--- config.mk ---
export PLATFORM = sky130hd
export DESIGN_NAME = calendar_clock
export DESIGN_NICKNAME = d
export VERILOG_FILES = /design/src/rtl/calendar_pkg.sv /design/src/rtl/month_len.sv /design/src/rtl/calendar_clock.sv
export SDC_FILE = /design/constraint.sdc
export NUM_CORES = 1
export LEC_CHECK = 0
export ABC_AREA = 1
export BUFFER_PORTS_ARGS = -buffer_cell sky130_fd_sc_hd__buf_4
export CORE_MARGIN = 2
export CORE_UTILIZATION = 30
export DETAILED_ROUTE_END_ITERATION = 10
export SETUP_SLACK_MARGIN = 0.4
export SYNTH_ARGS = -nofsm -noshare
export SYNTH_HDL_FRONTEND = slang
export SYNTH_SLANG_ARGS = --single-unit
--- constraint.sdc ---
create_clock -name clk -period 19.06 [get_ports clk]
set_clock_uncertainty 0.15 [all_clocks]
set_input_delay 0.953 -clock clk [delete_from_list [all_inputs] [get_ports clk]]
set_output_delay 0.953 -clock clk [all_outputs]
set_load 0.02 [all_outputs]
--- src/rtl/calendar_pkg.sv ---
// Shared field widths, range limits and the packed time/date record for the
// calendar clock. Also provides the Gregorian leap-year test used wherever a
// month length is needed.
package calendar_pkg;

    localparam int unsigned SEC_W   = 6;
    localparam int unsigned MIN_W   = 6;
    localparam int unsigned HOUR_W  = 5;
    localparam int unsigned DAY_W   = 5;
    localparam int unsigned MONTH_W = 4;
    localparam int unsigned YEAR_W  = 14;

    localparam logic [SEC_W-1:0]   MAX_SEC    = SEC_W'(59);
    localparam logic [MIN_W-1:0]   MAX_MIN    = MIN_W'(59);
    localparam logic [HOUR_W-1:0]  MAX_HOUR   = HOUR_W'(23);
    localparam logic [HOUR_W-1:0]  NOON_HOUR  = HOUR_W'(12);
    localparam logic [MONTH_W-1:0] MAX_MONTH  = MONTH_W'(12);
    localparam logic [DAY_W-1:0]   FIRST_DAY  = DAY_W'(1);
    localparam logic [MONTH_W-1:0] FIRST_MON  = MONTH_W'(1);

    // Complete time-of-day and calendar date, most significant field first.
    typedef struct packed {
        logic [YEAR_W-1:0]  year;
        logic [MONTH_W-1:0] month;
        logic [DAY_W-1:0]   day;
        logic [HOUR_W-1:0]  hour;
        logic [MIN_W-1:0]   min;
        logic [SEC_W-1:0]   sec;
    } cal_t;

    // Full Gregorian rule; year 0 counts as divisible by 400 and is leap.
    function automatic logic is_leap(input logic [YEAR_W-1:0] year);
        logic div4;
        logic div100;
        logic div400;
        div4   = (year[1:0] == 2'b00);
        div100 = ((year % YEAR_W'(100)) == '0);
        div400 = ((year % YEAR_W'(400)) == '0);
        return (div4 && !div100) || div400;
    endfunction

endpackage

--- src/rtl/month_len.sv ---
// Number of days in a given month of a given year, purely combinational.
// Ports:
//   month  - month number 1..12 (other codes yield 31; callers range-check)
//   year   - full binary year, used only for the February leap adjustment
//   days_c - days in that month (28..31)
module month_len
    import calendar_pkg::*;
(
    input  logic [MONTH_W-1:0] month,
    input  logic [YEAR_W-1:0]  year,
    output logic [DAY_W-1:0]   days_c
);

    // Lookup by month with February resolved through the leap rule.
    always_comb begin
        days_c = DAY_W'(31);
        case (month)
            MONTH_W'(2):  days_c = is_leap(year) ? DAY_W'(29) : DAY_W'(28);
            MONTH_W'(4),
            MONTH_W'(6),
            MONTH_W'(9),
            MONTH_W'(11): days_c = DAY_W'(30);
            default:      days_c = DAY_W'(31);
        endcase
    end

endmodule

--- src/rtl/calendar_clock.sv ---
// Real-time calendar clock: a prescaler turns CLK_DIV clock cycles into one
// second, and a single-edge carry chain rolls seconds through to years. A
// whole-date load can replace the state when every field is in range.
// Ports:
//   clk, rst            - clock and synchronous active-high reset
//   run                 - enables the prescaler (time frozen when low)
//   mode                - display format for hour_disp (0: 24h, 1: 12h)
//   load, load_*        - single-cycle request to set the full time/date
//   sec..year           - registered current time/date, binary
//   hour_disp, pm       - display hour and afternoon flag, derived from hour
//   sec_tick            - one-cycle pulse after each second advance
//   load_err            - one-cycle pulse after a rejected load
module calendar_clock
    import calendar_pkg::*;
#(
    parameter int unsigned CLK_DIV    = 50_000_000,
    parameter int unsigned RESET_YEAR = 2024,
    parameter int unsigned YEAR_MAX   = 9999
) (
    input  logic               clk,
    input  logic               rst,
    input  logic               run,
    input  logic               mode,
    input  logic               load,
    input  logic [SEC_W-1:0]   load_sec,
    input  logic [MIN_W-1:0]   load_min,
    input  logic [HOUR_W-1:0]  load_hour,
    input  logic [DAY_W-1:0]   load_day,
    input  logic [MONTH_W-1:0] load_month,
    input  logic [YEAR_W-1:0]  load_year,
    output logic [SEC_W-1:0]   sec,
    output logic [MIN_W-1:0]   min,
    output logic [HOUR_W-1:0]  hour,
    output logic [DAY_W-1:0]   day,
    output logic [MONTH_W-1:0] month,
    output logic [YEAR_W-1:0]  year,
    output logic [HOUR_W-1:0]  hour_disp,
    output logic               pm,
    output logic               sec_tick,
    output logic               load_err
);

    localparam int unsigned PRE_W = (CLK_DIV > 2) ? $clog2(CLK_DIV) : 1;
    localparam logic [PRE_W-1:0]  PRE_LAST  = PRE_W'(CLK_DIV - 1);
    localparam logic [YEAR_W-1:0] YEAR_LAST = YEAR_W'(YEAR_MAX);
    localparam logic [YEAR_W-1:0] YEAR_RST  = YEAR_W'(RESET_YEAR);

    localparam cal_t RESET_VAL = '{
        year:  YEAR_RST,
        month: FIRST_MON,
        day:   FIRST_DAY,
        hour:  '0,
        min:   '0,
        sec:   '0
    };

    cal_t             cur_q, cur_d;
    cal_t             cur_inc;
    logic [PRE_W-1:0] pre_q, pre_d;
    logic             sec_tick_q, sec_tick_d;
    logic             load_err_q, load_err_d;

    logic [DAY_W-1:0] cur_days;
    logic [DAY_W-1:0] load_days;
    logic             advance;
    logic             load_ok;
    cal_t             load_val;

    // Length of the current month drives the day->month carry.
    month_len u_cur_len (
        .month  (cur_q.month),
        .year   (cur_q.year),
        .days_c (cur_days)
    );

    // Length of the requested month bounds the requested day.
    month_len u_load_len (
        .month  (load_month),
        .year   (load_year),
        .days_c (load_days)
    );

    assign advance = run && (pre_q == PRE_LAST);

    // Every field of a load must be in range for it to be taken at all.
    always_comb begin
        load_ok = (load_sec   <= MAX_SEC)
               && (load_min   <= MAX_MIN)
               && (load_hour  <= MAX_HOUR)
               && (load_month >= FIRST_MON) && (load_month <= MAX_MONTH)
               && (load_year  <= YEAR_LAST)
               && (load_day   >= FIRST_DAY) && (load_day <= load_days);
    end

    always_comb begin
        load_val = '{
            year:  load_year,
            month: load_month,
            day:   load_day,
            hour:  load_hour,
            min:   load_min,
            sec:   load_sec
        };
    end

    // Current time plus one second, with the full carry resolved at once.
    always_comb begin
        cur_inc = cur_q;
        if (cur_q.sec >= MAX_SEC) begin
            cur_inc.sec = '0;
            if (cur_q.min >= MAX_MIN) begin
                cur_inc.min = '0;
                if (cur_q.hour >= MAX_HOUR) begin
                    cur_inc.hour = '0;
                    if (cur_q.day >= cur_days) begin
                        cur_inc.day = FIRST_DAY;
                        if (cur_q.month >= MAX_MONTH) begin
                            cur_inc.month = FIRST_MON;
                            cur_inc.year  = (cur_q.year >= YEAR_LAST)
                                          ? '0
                                          : cur_q.year + YEAR_W'(1);
                        end else begin
                            cur_inc.month = cur_q.month + MONTH_W'(1);
                        end
                    end else begin
                        cur_inc.day = cur_q.day + DAY_W'(1);
                    end
                end else begin
                    cur_inc.hour = cur_q.hour + HOUR_W'(1);
                end
            end else begin
                cur_inc.min = cur_q.min + MIN_W'(1);
            end
        end else begin
            cur_inc.sec = cur_q.sec + SEC_W'(1);
        end
    end

    // Next state: an accepted load overrides (and swallows) any advance; a
    // rejected load only raises the error pulse and lets time run on.
    always_comb begin
        cur_d      = cur_q;
        pre_d      = pre_q;
        sec_tick_d = 1'b0;
        load_err_d = 1'b0;
        if (load && load_ok) begin
            cur_d = load_val;
            pre_d = '0;
        end else begin
            load_err_d = load;
            if (run) begin
                pre_d = advance ? '0 : pre_q + PRE_W'(1);
            end
            if (advance) begin
                cur_d      = cur_inc;
                sec_tick_d = 1'b1;
            end
        end
    end

    always_ff @(posedge clk) begin
        if (rst) begin
            cur_q      <= RESET_VAL;
            pre_q      <= '0;
            sec_tick_q <= 1'b0;
            load_err_q <= 1'b0;
        end else begin
            cur_q      <= cur_d;
            pre_q      <= pre_d;
            sec_tick_q <= sec_tick_d;
            load_err_q <= load_err_d;
        end
    end

    // 12-hour view: midnight shows 12, afternoon hours fold down by 12.
    always_comb begin
        hour_disp = cur_q.hour;
        if (mode) begin
            if (cur_q.hour == '0) begin
                hour_disp = NOON_HOUR;
            end else if (cur_q.hour > NOON_HOUR) begin
                hour_disp = cur_q.hour - NOON_HOUR;
            end
        end
    end

    assign pm       = (cur_q.hour >= NOON_HOUR);
    assign sec      = cur_q.sec;
    assign min      = cur_q.min;
    assign hour     = cur_q.hour;
    assign day      = cur_q.day;
    assign month    = cur_q.month;
    assign year     = cur_q.year;
    assign sec_tick = sec_tick_q;
    assign load_err = load_err_q;

endmodule

# --- Word-level counts from Yosys, hierarchy flattened ---
# Cells that the tools add are included.
classes:
  n_eq_ne: 11
  n_mul: 0
  shift: 0
  muxes: 22
  reduce_logical: 36
  add_sub_neg: 8
  order_cmp: 16
  n_bitwise: 0
  div: 4
ops:
  columns: ["cell", "count"]
  rows:
  - ["2-to-1 mux 40 bit", 2]
  - ["zero test 14 bit", 4]
  - ["2-to-1 mux 34 bit", 1]
  - ["modulo 14 x 7 -> 14 bit, second input constant", 2]
  - ["modulo 14 x 9 -> 14 bit, second input constant", 2]
  - ["2-to-1 mux 14 bit", 2]
  - ["2-to-1 mux 28 bit", 1]
  - ["adder 26 x 1 -> 26 bit, second input constant", 1]
  - ["equality test 26 bit, second input constant", 1]
  - ["2-to-1 mux 26 bit", 1]
  - ["2-to-1 mux 5 bit", 5]
  - ["2-to-1 mux 23 bit", 1]
  - ["case mux 5 bit (2 select lines)", 2]
  - ["2-to-1 mux 18 bit", 1]
  - ["equality test 4 x 3 -> 1 bit, second input constant", 4]
  - ["equality test 4 bit, second input constant", 4]
  - ["adder 14 x 1 -> 14 bit, second input constant", 1]
  - ["greater-or-equal comparator 14 bit, second input constant", 1]
  - ["<= comparator 14 bit, second input constant", 1]
  - ["adder 6 x 1 -> 6 bit, second input constant", 2]
  - ["greater-or-equal comparator 6 bit, second input constant", 2]
  - ["<= comparator 6 bit, second input constant", 2]
  - ["2-to-1 mux 6 bit", 2]
  - ["nonzero test 2 bit", 6]
  - ["28 further kinds", 46]
totals:
  romBits: 0
  ff_bits: 68
  input_bits: 45
  wordCells: 106
  output_inout_bits: 48
  latch_bits: 0
  n_memories: 0
  mem_bits_rw: 0

# --- Logic depth before layout (Yosys ltp) ---
depth:
  depth_word: 14
  ltp_mapped: 63
  depth_no_buf: 62

# --- Hierarchy ---
# A second synthesis with hierarchy kept.
hier_totals:
  hier_cells: 1260
  area_unflattened_um2: 7338.3
modules_own_cells:
  columns: ["module", "instances", "seq_area_each_um2", "area_each_um2", "cells_per_inst"]
  rows:
  - ["calendar_clock", 1, 1361.3, 4635.7, 756]
  - ["month_len", 2, 0.0, 1351.3, 252]

# --- Worst setup path before layout ---
# Ideal clock, no wire load.
synth_path:
  path_kind: "input to register"
  startpoint: "in load_year[10]"
  endpoint: "reg cur_q, in the netlist year[13]"
  path_slack_ps: 11974
  path_stages: 57
  setup_ps: 128
  arrival_time_ps: 6808
  required_ps: 18782
  n_path_buf: 1
  path_cell_list: "nor2_2 nand2_1 nand2_2 xor2_2 nand3_2 nand2_2 nand2_2 nand2_2 nand2_4 inv_4 nand3_2 nand2_4 nand3_2 nand2_4 nand3_4 nand2_4 nand2_2 nand2_1 [... 21 more ...] inv_1 a21oi_1 a211oi_1 a211oi_1 nand3_1 nand2_1 inv_1 nor2_1 nand2_1 inv_1 nand2_1 nor2_1 inv_1 nor2_1 inv_1 clkbuf_1 o21ai_0 a21oi_1"
synth_via:
  elab_chain_len: 12
  word_cells_on_any_way: 23
  classes_between: "div (2); order compare (2); mux (3); reduce/logical (16)"
synth_rtl:
  columns: ["element", "line", "text"]
  rows:
  - ["start, declared", "calendar_clock.sv:30", "input logic [YEAR_W-1:0] load_year,"]
  - ["modulo 14 x 7 -> 14 bit", "calendar_pkg.sv:37", "div100 = ((year % YEAR_W'(100)) == '0);"]
  - ["zero test 14 bit", "calendar_pkg.sv:37", null]
  - ["zero test 1 bit", "calendar_pkg.sv:39", "return (div4 && !div100) || div400;"]
  - ["logical AND 1 bit", "calendar_pkg.sv:39", null]
  - ["logical OR 1 bit", "calendar_pkg.sv:39", null]
  - ["2-to-1 mux 1 bit", "month_len.sv:18", "MONTH_W'(2): days_c = is_leap(year) ? DAY_W'(29) : DAY_W'(28);"]
  - ["case mux 5 bit (2 select lines)", "month_len.sv:17", "case (month)"]
  - ["<= comparator 5 bit", "calendar_clock.sv:92", "&& (load_day >= FIRST_DAY) && (load_day <= load_days);"]
  - ["logical AND 1 bit *", "calendar_clock.sv:92", null]
  - ["logical AND 1 bit *", "calendar_clock.sv:146", "if (load && load_ok) begin"]
  - ["nonzero test 2 bit (no source line)", null, null]
  - ["AND reduction 6 bit (no source line)", null, null]
  - ["end signal, assigned", "calendar_clock.sv:168", "cur_q <= cur_d;"]
  - ["end, declared", "calendar_clock.sv:57", "cal_t cur_q, cur_d;"]
# Every way passes the cells marked *; elsewhere a longest branch is shown, timed or not.
# A chain may end at the register's enable or synchronous reset.

# --- Worst setup path after layout ---
layout_path:
  startpoint: "in load_year[9]"
  endpoint: "reg cur_q, in the netlist year[1]"
# Same word-level chain as after synthesis.

==> metrics.csv <==
stage,metric,value,unit
timing,finalHoldViolations,0,
synthesis,ys_ff_latch,68,
die,die_y,148.4,µm
timing,rsz0062_at_grt,no,
route,routed_wl,18340,µm
place,gp_congestion,0.8859,
power,power_density,67.14,nW/µm²
route,antenna_left,0,
die,start_util,30.70,%
outcome,status,finished clean,
critical_path,critPathRequiredTime,19.12,ns
critical_path,critPathSlowestCell,nor2_1,
synthesis,async_flop_share,0,%
place,dpl_worst_slack,9.661,ns
synthesis,ys.warnings.count,0,
clock_tree,clock_path_buffers,2,
critical_path,worstPathArrival,9.22,ns
synthesis,ys_types,49,
die,rows,52,
place,portBuffers,92,
global_routing,grt_pass1_vias,6122,
timing,slew_headroom,41.54,%
cells_and_area,fillerInstances,2218,
clock_tree,cts_setup_buffers,0,
hold_path,hold_path.class,reg2reg,
critical_path,end_kind,flip-flop,
synthesis,synthCells,1016,
clock_tree,post_cts_resized,0,
synthesis,synthTopCellsByCount,"nand2_1, inv_1, nor2_1, nand3_1, dfxtp_1",
global_routing,grt_max_degree,28,
cells_and_area,final_nets,1165,
power,p_leak,0.003555,µW
synthesis,ys_seq_area_share,21.77,%
cells_and_area,area_delta_synth_final,20.39,%
synthesis,synth.area.top_cells,"dfxtp_1, nand2_1, inv_1",
clock_tree,hold_buffers,0,
timing,post-route-worst-setup-slack,9.899,ns
synthesis,netlist_area,6252,µm²
die,fp.dieArea,22010,µm²
power,total_power,505.4,µW
clock_tree,cts_tree,built,
route,wl_per_cell,13.33,µm
critical_path,worstPathMaxFanout,27,
critical_path,slowest_delay,0.68,ns
clock_tree,numCtsBuffers,9,
route,drt_iter0_drc,390,
place,place_hpwl,14560,µm
clock_tree,h-tree-depth,3,
die,die_x,148.4,µm
timing,fmax,109.2,MHz
critical_path,cp-start-kind,input pin,
synthesis,synth_most_common_cell,nand2_1,
synthesis,synth-edff-count,0,
critical_path,crit_buf_inv,9,
cells_and_area,insertedDiodeCount,0,
route,dr_total_vias,6666,
global_routing,globalRoute.totalOverflow,0,
route,dr.pass1.iters,5,
synthesis,synth_top_area_share,21.77,%
clock_tree,root_buffer,clkbuf_16,
clock_tree,cts.sinks,68,
cells_and_area,final_cells,1376,
power,ir_drop,41.72,µV
die,coreArea,20360,µm²
place,dp_cells,1360,
synthesis,yosys.area.top_type,dfxtp_1,
timing,final.setup.tns,0,ns
clock_tree,clk_pin_slew,0.06,ns
die,boundaryPins,93,
route,viasPerCell,4.844,
timing,worst_slew_pin_slew,0.8759,ns
critical_path,critical_path.top_delay_family,simple AND/OR/NAND/NOR gates,
global_routing,grt_pass1_wl,29930,µm
cells_and_area,drive_gt1_share,18.35,%
global_routing,gr-usage-all-layers,16.65,%
timing,finalCriticalPeriod,9.161,ns
critical_path,cp_common_cell,nand2_1,
synthesis,synth_ff_type,dfxtp_1,
critical_path,critical_path_class,in2reg,
global_routing,antenna_found_initial,0,
timing,period_share,48.06,%
synthesis,syn_nets,1080,
synthesis,avgSynthCellArea,6.154,µm²
route,drc,0,
run,drv_cap,0,
timing,slew_violations,0,
timing,setup_viol,0,
clock_tree,clock_latency,0.34,ns
[path summary, 6_finish.rpt]
kind / from / endpoint / slack, ns / cells past startpoint
worst min register to register: pre_q[1] / pre_q[1] / 0.33 / 2
worst max register to register: year[11] / year[1] / 12.05 / 45
worst max-delay path: load_year[9] / year[1] / 9.90 / 56
worst min-delay path: pre_q[1] / pre_q[1] / 0.33 / 2
[registers in the layout, summed over array words and instances, names as in the netlist]
signal	cells
pre_q	26
sec	6
hour	5
sec_tick	1
load_err	1
year	14
day	5
min	6
month	4
[metrics by stage]
step | cell area [µm²] | utilization (%) | hold WS, ns
2_1_floorplan | 6252 | - | 0.3068
3_3_place_gp | 7214 | 35.43 | 0.3250
3_5_place_dp | 7214 | 35.43 | 0.3276
4_1_cts | 7527 | 36.96 | 0.3353
5_1_grt | 7527 | 36.96 | 0.3675
6_report | 7527 | 36.96 | 0.3328
[area by class of cell]
cell class | count | area [µm²] | area share, %
multi-input cells | 763 | 4192 | 55.68
flip-flops and latches | 68 | 1361 | 18.09
repair buffers | 93 | 698.2 | 9.275
inverters | 166 | 625.6 | 8.311
well taps | 270 | 337.8 | 4.488
clock buffers | 11 | 252.7 | 3.358
clock inverters | 5 | 60.06 | 0.7979
[worst register-to-register path, delay by kind of cell, from the launching register on]
kind / cells / cell delay [ns]
buffers and inverters: 4 / 0.76
and+or+nand+nor: 31 / 3.82
DFF: 1 / 0.50
AOI/OAI and AO/OA: 9 / 1.37
adders and majority gates: 1 / 0.28
[cells in the final DEF (no fill, tap or decap), drive strengths merged, types with 2 or more instances in the layout]
cell type,count
and2,2
nand4,34
nor3b,5
buf,93
a21oi,41
nor2,109
a211oi,13
nand2,253
o21a,2
nor4,7
o21bai,3
dfxtp,68
xnor2,5
xor2,31
a31oi,9
nand3,85
clkinv,5
o22ai,13
o21ai,79
clkbuf,11
ha,19
o221ai,2
or2,2
o211ai,6
nor3,25
inv,164
o31ai,2
a221oi,7
o32ai,2
[layer usage]
layer / global-route usage, % / share of wire [%] / routed length, µm
met5: 0 / 0 / 0
met4: 6.333 / 2.4 / 440
met3: 2.791 / 5.2 / 953
met2: 26.04 / 44 / 8034
met1: 22.96 / 49 / 8913
[power by group]
group	switching, µW	leakage [µW]	total [µW]	internal, µW
clock	67.0	0.000152	176	109
combinational	122	0.00285	184	62.2
sequential	1.80	0.000549	146	144
total	191	0.00356	505	315
[cells by family after synthesis]
group           synth area share (%)
fa+ha+maj                      3.802
flops                          21.77
buf+inv                        11.19
compound gates                 17.57
simple gates                   40.50
xor+xnor                       5.163
(Power assumes the default switching activity.)
